**src/rtl/pipe_ctrl.sv**
```systemverilog
// ============================================================================
// pipe_ctrl : stall/bubble scheduler for the 5-stage in-order RV64 pipeline
// Revision  : 1.0
// ============================================================================
`default_nettype none

module pipe_ctrl #(
  parameter int MD_LAT = 4,
  parameter int CNT_W  = 3
) (
  input  logic             clk,
  input  logic             reset,
  input  logic             valid_d,
  input  logic [4:0]       rs1_d,
  input  logic [4:0]       rs2_d,
  input  logic             rs1_used_d,
  input  logic             rs2_used_d,
  input  logic             valid_e,
  input  logic [4:0]       dst_e,
  input  logic             load_e,
  input  logic             md_e,
  input  logic             redirect_e,
  input  logic             i_wait,
  input  logic             d_wait,
  output logic             stall_f,
  output logic             stall_d,
  output logic             stall_e,
  output logic             stall_m,
  output logic             bubble_d,
  output logic             bubble_e,
  output logic             bubble_m,
  output logic             bubble_w,
  output logic             md_busy
);

  typedef enum logic [0:0] {
    MD_IDLE = 1'b0,
    MD_BUSY = 1'b1
  } md_state_t;

  localparam bit             MD_MULTI = (MD_LAT > 1);
  localparam logic [CNT_W-1:0] MD_INIT = MD_MULTI ? CNT_W'(MD_LAT - 2) : '0;

  md_state_t        md_st, md_st_nxt;
  logic [CNT_W-1:0] md_cnt, md_cnt_nxt;
  logic             redir_pend, redir_pend_nxt;

  logic md_start;
  logic md_hold;
  logic md_busy_int;
  logic load_use;
  logic redir_take;

  always_comb begin
    md_start    = valid_e & md_e & MD_MULTI & ~d_wait;
    // At count zero E is still held while d_wait keeps the whole back end frozen
    md_hold     = (md_cnt != '0) | d_wait;
    md_busy_int = (md_st == MD_IDLE) ? md_start : md_hold;

    load_use = valid_d & valid_e & load_e & (dst_e != 5'd0) &
               ((rs1_used_d & (rs1_d == dst_e)) | (rs2_used_d & (rs2_d == dst_e)));

    redir_take = redirect_e & ~d_wait & ~md_busy_int;
  end

  always_comb begin
    md_st_nxt  = md_st;
    md_cnt_nxt = md_cnt;
    case (md_st)
      MD_IDLE: begin
        if (md_start) begin
          md_st_nxt  = MD_BUSY;
          md_cnt_nxt = MD_INIT;
        end
      end
      MD_BUSY: begin
        if (md_cnt != '0) begin
          md_cnt_nxt = md_cnt - CNT_W'(1);
        end else if (!d_wait) begin
          md_st_nxt = MD_IDLE;
        end
      end
      default: begin
        md_st_nxt  = MD_IDLE;
        md_cnt_nxt = '0;
      end
    endcase

    redir_pend_nxt = redir_pend;
    if (redir_take && i_wait) begin
      redir_pend_nxt = 1'b1;
    end else if (!i_wait) begin
      redir_pend_nxt = 1'b0;
    end
  end

  always_comb begin
    stall_f  = 1'b0;
    stall_d  = 1'b0;
    stall_e  = 1'b0;
    stall_m  = 1'b0;
    bubble_d = 1'b0;
    bubble_e = 1'b0;
    bubble_m = 1'b0;
    bubble_w = 1'b0;
    md_busy  = 1'b0;

    if (reset) begin
      bubble_d = 1'b1;
      bubble_e = 1'b1;
      bubble_m = 1'b1;
      bubble_w = 1'b1;
    end else begin
      md_busy = md_busy_int;
      if (d_wait) begin
        stall_f  = 1'b1;
        stall_d  = 1'b1;
        stall_e  = 1'b1;
        stall_m  = 1'b1;
        bubble_w = 1'b1;
      end else if (md_busy_int) begin
        stall_f  = 1'b1;
        stall_d  = 1'b1;
        stall_e  = 1'b1;
        bubble_m = 1'b1;
      end else begin
        if (redirect_e) begin
          bubble_d = 1'b1;
          bubble_e = 1'b1;
        end else if (load_use) begin
          stall_f  = 1'b1;
          stall_d  = 1'b1;
          bubble_e = 1'b1;
        end else if (i_wait) begin
          stall_f  = 1'b1;
          bubble_d = 1'b1;
        end
        // Drop the wrong-path fetch that lands once the old request completes
        if (redir_pend && !i_wait && !stall_d) begin
          bubble_d = 1'b1;
        end
      end
    end
  end

  always_ff @(posedge clk or posedge reset) begin
    if (reset) begin
      md_st      <= MD_IDLE;
      md_cnt     <= '0;
      redir_pend <= 1'b0;
    end else begin
      md_st      <= md_st_nxt;
      md_cnt     <= md_cnt_nxt;
      redir_pend <= redir_pend_nxt;
    end
  end

endmodule

`default_nettype wire

```
**config.mk**
```make
export PLATFORM = sky130hd
export DESIGN_NAME = pipe_ctrl
export DESIGN_NICKNAME = d
export VERILOG_FILES = /design/src/rtl/pipe_ctrl.sv
export SDC_FILE = /design/constraint.sdc
export NUM_CORES = 1
export LEC_CHECK = 0
export ABC_AREA = 1
export CORE_MARGIN = 1
export CORE_UTILIZATION = 30
export CTS_CLUSTER_SIZE = 25
export DETAILED_ROUTE_END_ITERATION = 16
export PLACE_DENSITY_LB_ADDON = 0.3
export SLEW_MARGIN = 30
export SYNTH_ARGS = -nofsm -noshare
export SYNTH_HDL_FRONTEND = slang
export SYNTH_SLANG_ARGS = --single-unit
```
**constraint.sdc**
```tcl
create_clock -name clk -period 1.4 [get_ports clk]
set_input_delay 0.21 -clock clk [delete_from_list [all_inputs] [get_ports clk]]
set_output_delay 0.21 -clock clk [all_outputs]
set_load 0.05 [all_outputs]
```
==> impl_metrics.csv <==
group,metric,value,unit
route,route.detailed.drc,0,
timing,rsz0062_at_grt,"yes",
yosys,syn-mean-instance-area,5.83,µm²
setup_path,cp_max_fo,4,
global_routing,antenna_found_initial,0,
route,vias,836,
pwr,power_density,1300,nW/µm²
floorplanning,start_util,32.7,%
yosys,synth_adder_area_share,4.29,%
timing,hold_slack,216,ps
route,topRoutingLayerUsed,"met4",
global_routing,globalRoute.totalOverflow,0,
floorplanning,die_h,46.1,µm
timing,fmax,495,MHz
route,dr_wl_met2,1.04,mm
yosys,synthMuxAreaShare,0,%
route,routed_wl,2.01,mm
yosys,synth-simple-area-share,49.8,%
route,vias_per_cell,4.54,
final_layout,seq_area,125,µm²
final_layout,mostFrequentLayoutCells,"nand2_1, clkdlybuf4s50_1, buf_4, inv_1, nor2_1",
final_layout,antenna_cells,0,
route,dr.pass1.iters,4,
route,dr_wl_met3,106,µm
min_path,hp-class,"input pin to asynchronous set/reset pin",
route,ant_nets,0,
setup_path,crit_type,"flop to primary output",
global_routing,grt_usage,21.8,%
timing,fin_crit_sh,144,%
final_layout,multi_input_area,480,µm²
timing,hold_viol,0,
timing,tightestPinTransition,232,ps
pwr,leakagePower,0.692,nW
route,wl_per_cell,10.9,µm
cts,clock_sinks,5,
yosys,syn_inst,100,
yosys,yosys_warnings,0,
floorplanning,ioPinCount,35,
setup_path,endpoint_kind,"primary output",
placed_design,placed_cells,179,
timing,slew_viol_final,0,
yosys,ys_seq_area_share,21.5,%
yosys,synth_xor_area_share,0,%
outcome,violations,"negative setup slack",
yosys,synth_nets,128,
placed_design,hpwl,1.72,mm
yosys,synth.distinct_cells,21,
global_routing,first_global_vias,791,
outcome,status,"finished, violations left",
floorplanning,die_w,46.1,µm
global_routing,grt_pass1_wl,3.23,mm
placed_design,numPortBuffers,34,
yosys,ys_seq_elements,5,
global_routing,grt_max_degree,6,
run,maxCapViolations,0,
setup_path,required,1190,ps
placed_design,place_congestion,0.794,
final_layout,layout_commonest_cell,"nand2_1",
route,wl_met1,795,µm
yosys,synth_compound_area_share,7.94,%
setup_path,worstRegToRegCells,9,
cts,clk_pin_slew_worst_paths,50,ps
yosys,syn_area,583,µm²
cts,clockBufferDepth,2,
cts,numCtsBuffers,3,
cts,cts_max_level,1,
setup_path,worst_ep_arrival_time,1810,ps
placed_design,place_area,1260,µm²
cts,clk_latency,260,ps
final_layout,instances_no_fill,184,
floorplanning,rows,15,
final_layout,synthToLayoutAreaGrowth,131,%
floorplanning,coreArea,1780,µm²
route,drt_iter0_drc,28,
timing,slew_headroom,84.4,%
final_layout,design_area,1350,µm²
floorplanning,die_area,2120,µm²
yosys,synth_top_family_by_area,"simple AND/OR/NAND/NOR gates",
setup_path,critPathLaunchType,"flop",
timing,layout_setup_ws,-619,ps
cts,tritoncts,"built",
final_layout,drive_gt1_share,36.5,%
cts,cts-root-buf,"clkbuf_4",
final_layout,fin_nets,188,
final_layout,num-fill-cells,119,
timing,skew,3.80,ps
timing,setup_viol,9,
pwr,irDropWorstVdd,933,µV
timing,layout_min_cycle_time,2020,ps
## through the flow
| step | setup slack [ps] | total power [mW] | utilization [%] | setup TNS, ps |
|---|---|---|---|---|
| 5_1_grt | -696 | 1.87 | 75.4 | -4720 |
| 4_1_cts | -635 | 1.74 | 74.2 | -4160 |
| 2_1_floorplan | -328 | 0.882 | - | -1970 |
| 6_report | -619 | 1.75 | 75.4 | -4060 |
| 3_5_place_dp | -704 | 1.46 | 70.9 | -4010 |
| 3_3_place_gp | -645 | 1.41 | 70.9 | -3410 |
## where the power goes
group	switching (mW)	internal (mW)	total (mW)
sequential	0.0353	0.211	0.247
combinational	0.668	0.657	1.33
clock	0.0708	0.108	0.179
## cell usage after synthesis
master / number / area [µm²]
nand2_1: 31 / 116
inv_1: 22 / 82.6
nor2_1: 12 / 45.0
nand3_1: 7 / 35.0
dfrtp_1: 5 / 125
nand2_4: 3 / 33.8
ha_1: 2 / 25.0
inv_2: 2 / 7.51
nand3_2: 2 / 20.0
nand4_1: 2 / 12.5
o21ai_0: 2 / 10.0
a21boi_0: 1 / 7.51
a31oi_1: 1 / 6.26
inv_4: 1 / 6.26
nand2_2: 1 / 6.26
nor2_2: 1 / 6.26
nor4_1: 1 / 6.26
o21ai_2: 1 / 8.76
o21bai_1: 1 / 7.51
o22ai_1: 1 / 6.26
or2_4: 1 / 8.76
## final cells by class
type                            count  area share, %
Multi-Input combinational cell     70           35.7
Sequential cell                     5           9.30
Timing Repair Buffer               55           43.1
Inverter                           25           7.63
Tap cell                           25           2.33
Clock buffer                        4           1.95
## kinds of logic after synthesis
| kind of cell | Yosys count |
|---|---|
| AOI/OAI and AO/OA | 7 |
| DFF | 5 |
| adders and majority gates | 2 |
| buffers and inverters | 25 |
| and+or+nand+nor | 61 |
## repair_timing
item | CTS | global route
setup buffers | 0 | 1
pin swaps | 5 | 0
endpoints found under the hold margin | 0 | 0
setup endpoints to repair | 12 | 11
hold buffers | 0 | 0
gates resized for setup | 13 | 5
## routing by layer
metal / up-vias / global-route usage, %
li1: 424 / -
met1: 370 / 22.3
met2: 36 / 41.1
met3: 6 / 5.49
met4: 0 / 9.41
met5: - / 0
## worst max-delay path: stages (launching register included)
cell,delay [ps]
dfrtp_1,360
inv_2,50
ha_4,160
ha_4,150
or2_4,260
nand2_4,80
inv_6,50
nand2_4,70
nand2_8,80
nand3_4,80
nand3_4,70
buf_12,150
## state kept, by name, summed over array words and instances (netlist names)
name        count
redir_pend      1
md_cnt          3
md_st           1
## worst paths after layout
path	startpoint	end	slack, ps
min reg2reg	redir_pend	redir_pend	530
max reg2reg	md_cnt[0]	md_cnt[0]	-60
max in group asynchronous	reset	md_cnt[2]	970
max	md_cnt[0]	bubble_e	-620
min in group clk	redir_pend	redir_pend	530
min	reset	redir_pend	220
No activity file was read; power rests on OpenSTA's default activity.
